`config.mk`:
```
export PLATFORM = sky130hd
export DESIGN_NAME = div_sequencer
export DESIGN_NICKNAME = d
export VERILOG_FILES = /design/src/rtl/mips_div_pkg.sv /design/src/rtl/div_step.sv /design/src/rtl/div_sequencer.sv
export SDC_FILE = /design/constraint.sdc
export NUM_CORES = 1
export LEC_CHECK = 0
export CAP_MARGIN = 20
export CORE_MARGIN = 2
export CORE_UTILIZATION = 36
export DETAILED_ROUTE_END_ITERATION = 10
export GPL_ROUTABILITY_DRIVEN = 0
export PLACE_DENSITY = 0.56
export SETUP_SLACK_MARGIN = 0.3
export SLEW_MARGIN = 20
export SYNTH_ARGS = -nofsm -noshare
export SYNTH_HDL_FRONTEND = slang
export SYNTH_SLANG_ARGS = --single-unit
```
`constraint.sdc`:
```
create_clock -name clk_i -period 2.75 [get_ports clk_i]
set_input_delay 0.825 -clock clk_i [delete_from_list [all_inputs] [get_ports clk_i]]
set_output_delay 0.825 -clock clk_i [all_outputs]
set_load 0.01 [all_outputs]
```
`src/rtl/mips_div_pkg.sv`:
```
// Shared definitions for the multi-cycle divide sequencer: state encoding,
// default operand width and the iteration counter width.
package mips_div_pkg;

    localparam int DIV_WIDTH = 32;

    // The counter is wide enough to index WIDTH iterations and never narrower than one bit.
    function automatic int divCntWidth(input int width);
        return (width > 1) ? $clog2(width) : 1;
    endfunction

    localparam int DIV_CNT_W = divCntWidth(DIV_WIDTH);

    typedef enum logic [1:0] {
        IDLE = 2'd0,
        RUN  = 2'd1,
        FIX  = 2'd2,
        DONE = 2'd3
    } divState_e;

endpackage

```
`src/rtl/div_step.sv`:
```
// One radix-2 restoring divide step on unsigned magnitudes (purely combinational).
module div_step
    import mips_div_pkg::*;
#(
    parameter int WIDTH = DIV_WIDTH
) (
    input  logic [WIDTH-1:0] rem_i,
    input  logic [WIDTH-1:0] quo_i,
    input  logic [WIDTH-1:0] divisor_i,
    output logic [WIDTH-1:0] rem_o,
    output logic [WIDTH-1:0] quo_o
);

    logic [WIDTH:0] remShift;
    logic [WIDTH:0] trial;

    // The partial remainder stays below twice the divisor, so the top bit of
    // the WIDTH+1-bit difference is a reliable borrow flag.
    always_comb begin
        remShift = {rem_i, quo_i[WIDTH-1]};
        trial    = remShift - {1'b0, divisor_i};
        quo_o    = {quo_i[WIDTH-2:0], ~trial[WIDTH]};
        rem_o    = trial[WIDTH] ? remShift[WIDTH-1:0] : trial[WIDTH-1:0];
    end

endmodule

```
`src/rtl/div_sequencer.sv`:
```
// Multi-cycle DIV/DIVU sequencer for the execute stage: holds the pipeline while
// dividing, then pulses done with hi/lo. Signed ops need `define SIGNED_DIV_EN.
module div_sequencer
    import mips_div_pkg::*;
#(
    parameter int WIDTH = DIV_WIDTH
) (
    input  logic             clk_i,
    input  logic             rst_ni,
    input  logic             start_i,
    input  logic             sign_i,
    input  logic [WIDTH-1:0] opa_i,
    input  logic [WIDTH-1:0] opb_i,
    input  logic             cancel_i,
    output logic             stall_o,
    output logic             done_o,
    output logic [WIDTH-1:0] hi_o,
    output logic [WIDTH-1:0] lo_o,
    output logic             div_zero_o,
    output logic             busy_o
);

    localparam int CNT_W = divCntWidth(WIDTH);
    localparam logic [CNT_W-1:0] LAST_STEP = CNT_W'(WIDTH - 1);

    divState_e        state_q;
    logic [CNT_W-1:0] count_q;
    logic [WIDTH-1:0] rem_q;
    logic [WIDTH-1:0] quo_q;
    logic [WIDTH-1:0] divisor_q;
    logic [WIDTH-1:0] hi_q;
    logic [WIDTH-1:0] lo_q;
    logic             negQuo_q;
    logic             negRem_q;
    logic             divZero_q;

    logic [WIDTH-1:0] stepRem_d;
    logic [WIDTH-1:0] stepQuo_d;

    logic             signedOp;
    logic             opaNeg;
    logic             opbNeg;
    logic [WIDTH-1:0] magA;
    logic [WIDTH-1:0] magB;

`ifdef SIGNED_DIV_EN
    assign signedOp = sign_i;
`else
    logic unusedSign;
    assign unusedSign = sign_i;
    assign signedOp   = 1'b0;
`endif

    // The core always divides magnitudes; the signs are reapplied in FIX.
    assign opaNeg = signedOp & opa_i[WIDTH-1];
    assign opbNeg = signedOp & opb_i[WIDTH-1];
    assign magA   = opaNeg ? (~opa_i + 1'b1) : opa_i;
    assign magB   = opbNeg ? (~opb_i + 1'b1) : opb_i;

    div_step #(
        .WIDTH(WIDTH)
    ) u_step (
        .rem_i    (rem_q),
        .quo_i    (quo_q),
        .divisor_i(divisor_q),
        .rem_o    (stepRem_d),
        .quo_o    (stepQuo_d)
    );

    always_ff @(posedge clk_i or negedge rst_ni) begin
        if (!rst_ni) begin
            state_q   <= IDLE;
            count_q   <= '0;
            rem_q     <= '0;
            quo_q     <= '0;
            divisor_q <= '0;
            hi_q      <= '0;
            lo_q      <= '0;
            negQuo_q  <= 1'b0;
            negRem_q  <= 1'b0;
            divZero_q <= 1'b0;
        end else if (cancel_i) begin
            state_q <= IDLE;
            count_q <= '0;
        end else begin
            case (state_q)
                IDLE: begin
                    if (start_i) begin
                        count_q <= '0;
                        if (opb_i == '0) begin
                            hi_q      <= opa_i;
                            lo_q      <= '1;
                            divZero_q <= 1'b1;
                            state_q   <= DONE;
                        end else begin
                            rem_q     <= '0;
                            quo_q     <= magA;
                            divisor_q <= magB;
                            negQuo_q  <= opaNeg ^ opbNeg;
                            negRem_q  <= opaNeg;
                            state_q   <= RUN;
                        end
                    end
                end
                RUN: begin
                    rem_q   <= stepRem_d;
                    quo_q   <= stepQuo_d;
                    count_q <= count_q + 1'b1;
                    if (count_q == LAST_STEP) begin
                        state_q <= FIX;
                    end
                end
                FIX: begin
                    // Most-negative / -1 wraps back to most-negative here on purpose.
                    lo_q      <= negQuo_q ? (~quo_q + 1'b1) : quo_q;
                    hi_q      <= negRem_q ? (~rem_q + 1'b1) : rem_q;
                    divZero_q <= 1'b0;
                    state_q   <= DONE;
                end
                DONE: begin
                    state_q <= IDLE;
                end
                default: begin
                    state_q <= IDLE;
                end
            endcase
        end
    end

    assign stall_o    = ((state_q == IDLE) & start_i & ~cancel_i)
                      | (state_q == RUN) | (state_q == FIX);
    assign done_o     = (state_q == DONE);
    assign busy_o     = (state_q != IDLE);
    assign div_zero_o = divZero_q & done_o;
    assign hi_o       = hi_q;
    assign lo_o       = lo_q;

endmodule

```
# After elaboration in Yosys (flattened, before gate mapping)
# Index checks and enable logic that the tools add are counted.
# word_totals
output_inout_bits	68
inputBits	69
wordCells	62
reg_bits	168
# classes
mux	24
n_eq_ne	9
reduce_logical	11
add_sub_neg	2
bitwise	8
# ops
cell	count
$mux W32	9
$pmux W32 S2	4
$sub A33 B32 Y33	1
$logic_not A32 Y1	1
$reduce_and A4 Y1	3
$mux W5	2
$pmux W5 S2	1
$mux W2	4
$pmux W2 S4	1
$ne A2 B2 Y1 const B	3
$ne A3 B3 Y1 const B	2
$reduce_bool A2 Y1	3
$add A5 B1 Y5 const B	1
$eq A5 B5 Y1 const B	1
$eq A2 B2 Y1 const B	2
$reduce_and A2 Y1	2
$and A1 B1 Y1	3
$not A1 Y1	3
$reduce_bool A3 Y1	1
$eq A2 B1 Y1 const B	1
$logic_not A2 Y1	1
$mux W1	2
$or A1 B1 Y1	2
$pmux W1 S2	1

# Longest topological paths before layout
# depth
word_depth	5
mapped_depth	14
ltp_nobuf	12

# Modules after synthesis
# A second synthesis with hierarchy kept.
# unflattened
cells_unflattened	1032
hier_area_um2	10787.8
# by_module_without_submodules
mod	instances	cells_each	area_each_um2	seq_area_each_um2
div_sequencer	1	696	8196.6	4204.0
div_step	1	336	2591.2	0.0

# Worst setup path before layout
# OpenSTA, ideal clock, no wires.
# synth_timing
path_type	register to register
start	register quo_q[31]
end	register rem_q[22]
period_less_slack_ns	2.904
required_time_ns	2.618
path_buffers	0
t_arrival_ns	2.772
path_slack_ns	-0.154
setup_ns	0.132
stages_incl_launch_ff	13
cell_sequence	dfrtp_1 inv_1 ha_1 inv_1 fa_1 a211oi_1 o211ai_1 a2111oi_0 o21ai_1 a311o_1 a21o_1 a21oi_1 o31ai_1
# synth_between
elab_chain_len	3
# synth_rtl
item	line	source
start, declared	div_sequencer.sv:29	logic [WIDTH-1:0] quo_q;
start signal, assigned	div_sequencer.sv:97	quo_q <= magA;
start signal, assigned	div_sequencer.sv:107	quo_q <= stepQuo_d;
$sub A33 B32 Y33	div_step.sv:21	trial = remShift - {1'b0, divisor_i};
$mux W32	div_step.sv:23	rem_o = trial[WIDTH] ? remShift[WIDTH-1:0] : trial[WIDTH-1:0];
$pmux W32 S2	div_sequencer.sv:86	case (state_q)
end signal, assigned	div_sequencer.sv:106	rem_q <= stepRem_d;
end, declared	div_sequencer.sv:28	logic [WIDTH-1:0] rem_q;
# Every way passes these cells.
# A chain may end at the register's enable or synchronous reset.

# Final worst setup path
# layout_timing
start	register divisor_q[0]
end	register rem_q[17]
# layout_between
elab_chain_len	3
# layout_rtl
item	line	source
start, declared	div_sequencer.sv:30	logic [WIDTH-1:0] divisor_q;
start signal, assigned	div_sequencer.sv:98	divisor_q <= magB;
$sub A33 B32 Y33	div_step.sv:21	
$mux W32	div_step.sv:23	
$pmux W32 S2	div_sequencer.sv:86	
# Every way passes these cells.

==> metrics.md <==
| Metric | Value |
|---|---|
| DIE AREA | 26900 µm² |
| H-tree level count | 4 |
| Dpl hpwl | 19800 µm |
| Clock latency on the worst-skew pair | 0.43 ns |
| Vias in the first global route | 8092 |
| I/O pin cnt | 137 |
| Final non-filler cell area | 13700 µm² |
| Top cells by area, synth | dfrtp_1, mux2i_1, o21ai_0 |
| Final max-slew violation count | 0 |
| Final Critical Period | 2.91 ns |
| DRC violations left | 0 |
| Root Driver | clkbuf_16 |
| TritonCTS clock tree | built |
| Max stage delay on crit path | 0.46 ns |
| Period utilization | 106% |
| Setup TNS | -2.14 ns |
| Total wire length | 28200 µm |
| CTS buffer count | 17 |
| Peak supply drop | 0.522 mV |
| EDFF count, synth | 0 |
| Final net count | 1376 |
| Clock transition at path regs | 0.07 ns |
| Worst path cell trace | ha_4, inv_2, fa_2, a211oi_4, o211ai_1, buf_4, nand3_4, a2111oi_4, a31oi_4, and2_4, buf_12, a32oi_1, o21ai_1 |
| Total congestion overflow | 0 |
| # diodes | 0 |
| Clock tree buffer depth | 2 |
| Area post-placement | 12100 µm² |
| Largest net degree at the start of global routing | 54 |
| Initial DRT Pass Iterations | 5 |
| Yosys reg bits | 168 |
| RSZ-0062 raised after global routing | yes |
| Syn. warnings | 0 |
| Hold Violations, Final | 0 |
| CP Max Fanout | 7 |
| Antenna violations before repair | 0 |
| Die Ht | 164 µm |
| Most common cell after layout, fill and taps aside | dfrtp_1 |
| Core ar. | 25200 µm² |
| Leak pwr | 0.00606 µW |
| Post-Syn Nets | 1082 |
| Layout cells sized above 1 | 24.1% |
| Mapped Area | 9210 µm² |
| Async S/R FF share, synth | 100% |
| Syn avg cell area | 9.45 µm² |
| Area Growth Syn to Fin | 48.9% |
| Vias | 8307 |
| Flop-to-flop setup slack | -0.16 ns |
| Worst-margin pin slew | 0.674 ns |
| Critical path launch point type | register |
| Status | complete, but fails checks |
| Vias per cell | 5.16 |
| Num rows | 58 |
| Total track usage | 21.4% |
| Die W | 164 µm |
| Netlist cell types | 59 |
| Sink Count | 168 |
| Crit path DAT | 3.21 ns |
| Max-cap violations | 0 |
| Most frequent cells in the layout | dfrtp_1, buf_4, nand2_1, clkdlybuf4s50_1, o21ai_0 |
| Share of the synthesized area in the top cell type | 45.7% |
| I/O Buffers | 135 |
| PwrDens | 1000 nW/µm² |
| Initial Utilization | 36.6% |
| CTS Hold Bufs | 0 |
| ANT nets after route | 0 |
| Post-Syn Instances | 974 |
| Synth area leader | dfrtp_1 |
| Rel. slew slack | 55.1% |
| Beginning of the worst register-to-register path | divisor_q[0] |
| Global-route wire length before repair | 44900 µm |
| Worst hold path class | in -> async |
| Post-layout util | 54.4% |
| CP max-delay cell | dfrtp_2 |
| Critical Path End Type | register |
| Max Freq | 0.344 GHz |
| Failing checks | setup timing |
| Final setup violation count | 32 |
| Drt wl/cell | 17.5 µm |
| Post-Route Skew | 0.00839 ns |
| Crit. Startpoint | divisor_q[0] |
| CP Class | reg -> reg |
| Ys flop type | dfrtp_1 |
| Setup ws final | -0.157 ns |
| Register area share after synthesis | 45.7% |
| Worst EP required | 3.05 ns |
| Initial DRC count | 515 |
[logic make-up (layout without fill, tap and decap cells)]
logic type      after synthesis  in the layout  synth area share [%]
xor+xnor                     25             25                  2.38
compound gates              312            313                  21.2
flops                       168            168                  45.7
buf+inv                     101            406                  4.69
fa+ha+maj                    39             39                  5.38
mux                          87             87                  9.49
simple gates                242            242                  11.2
[timing repair]
item / in CTS / in global routing
setup endpoints to repair: 164 / 146
endpoints found under the hold margin: 0 / 0
gates resized for setup: 139 / 54
pin swaps: 36 / 30
gates cloned: 12 / 3
setup buffers: 24 / 7
[power by group]
part	internal [µW]	switching, µW	total (µW)
clock network	1550	1100	2650
registers	3430	576	4010
logic	3620	3450	7070
[state kept, by name, indices dropped and copies added (netlist names)]
| register | flops |
|---|---|
| divZero_q | 1 |
| rem_q | 32 |
| divisor_q | 32 |
| quo_q | 32 |
| count_q | 5 |
| lo_o | 32 |
| hi_o | 32 |
| state_q | 2 |
[critical path: cells and delay by family (launching register included)]
family          cells  cell delay (ns)
compound gates      6             1.18
fa+ha+maj           2             0.40
buf+inv             3             0.40
flops               1             0.46
simple gates        2             0.35
[metrics by stage]
step	total power [µW]	std cells	hold WS, ns	setup WS (ns)
2_1_floorplan	7420	974	0.457	0.105
3_3_place_gp	10200	1533	0.472	-0.449
3_5_place_dp	10300	1533	0.478	-0.465
4_1_cts	13600	1600	0.329	-0.254
5_1_grt	14600	1610	0.333	-0.257
6_report	13700	1610	0.305	-0.157
[path summary, 6_finish.rpt]
path / end / depth (start not counted)
max in group asynchronous: hi_o[12] / 2
worst min-delay path: lo_o[26] / 1
worst max-delay path: rem_q[17] / 13
worst max register to register: rem_q[17] / 13
worst min register to register: divZero_q / 1
min in group clk_i: divZero_q / 1
[layout make-up]
| class | count | area, µm² |
|---|---|---|
| Inverter | 45 | 169 |
| Fill cell | 2198 | 11500 |
| Multi-Input combinational cell | 706 | 4960 |
| Timing Repair Buffer | 330 | 3320 |
| Sequential cell | 168 | 4210 |
| Clock buffer | 17 | 425 |
| Clock inverter | 14 | 216 |
| Tap cell | 330 | 413 |
[Yosys cell counts (4+ instances only)]
| cell | instances |
|---|---|
| dfrtp_1 | 168 |
| nand2_1 | 126 |
| o21ai_0 | 107 |
| mux2i_1 | 85 |
| a21oi_1 | 74 |
| nor2_1 | 64 |
| inv_1 | 45 |
| ha_1 | 38 |
| clkbuf_1 | 34 |
| o22a_1 | 32 |
| a21o_1 | 16 |
| nand3_1 | 14 |
| xnor2_1 | 14 |
| o21ai_1 | 12 |
| a32oi_1 | 11 |
| xor2_1 | 11 |
| nor4_1 | 10 |
| buf_2 | 9 |
| o21a_1 | 9 |
| a31oi_1 | 7 |
| buf_4 | 7 |
| o211ai_1 | 7 |
| a211oi_1 | 6 |
| nor3_1 | 6 |
| buf_1 | 4 |
| nand4_1 | 4 |
| o21bai_1 | 4 |
| o31ai_1 | 4 |
[metal layers]
metal,part of all wire [%],GRT usage (%),vias to the layer above
li1,-,-,4088
met5,0,0,-
met2,44,32.0,206
met1,51,33.2,3998
met3,4.4,2.37,15
met4,0.75,4.39,0
Note: power is estimated with default switching activity, not from simulation.
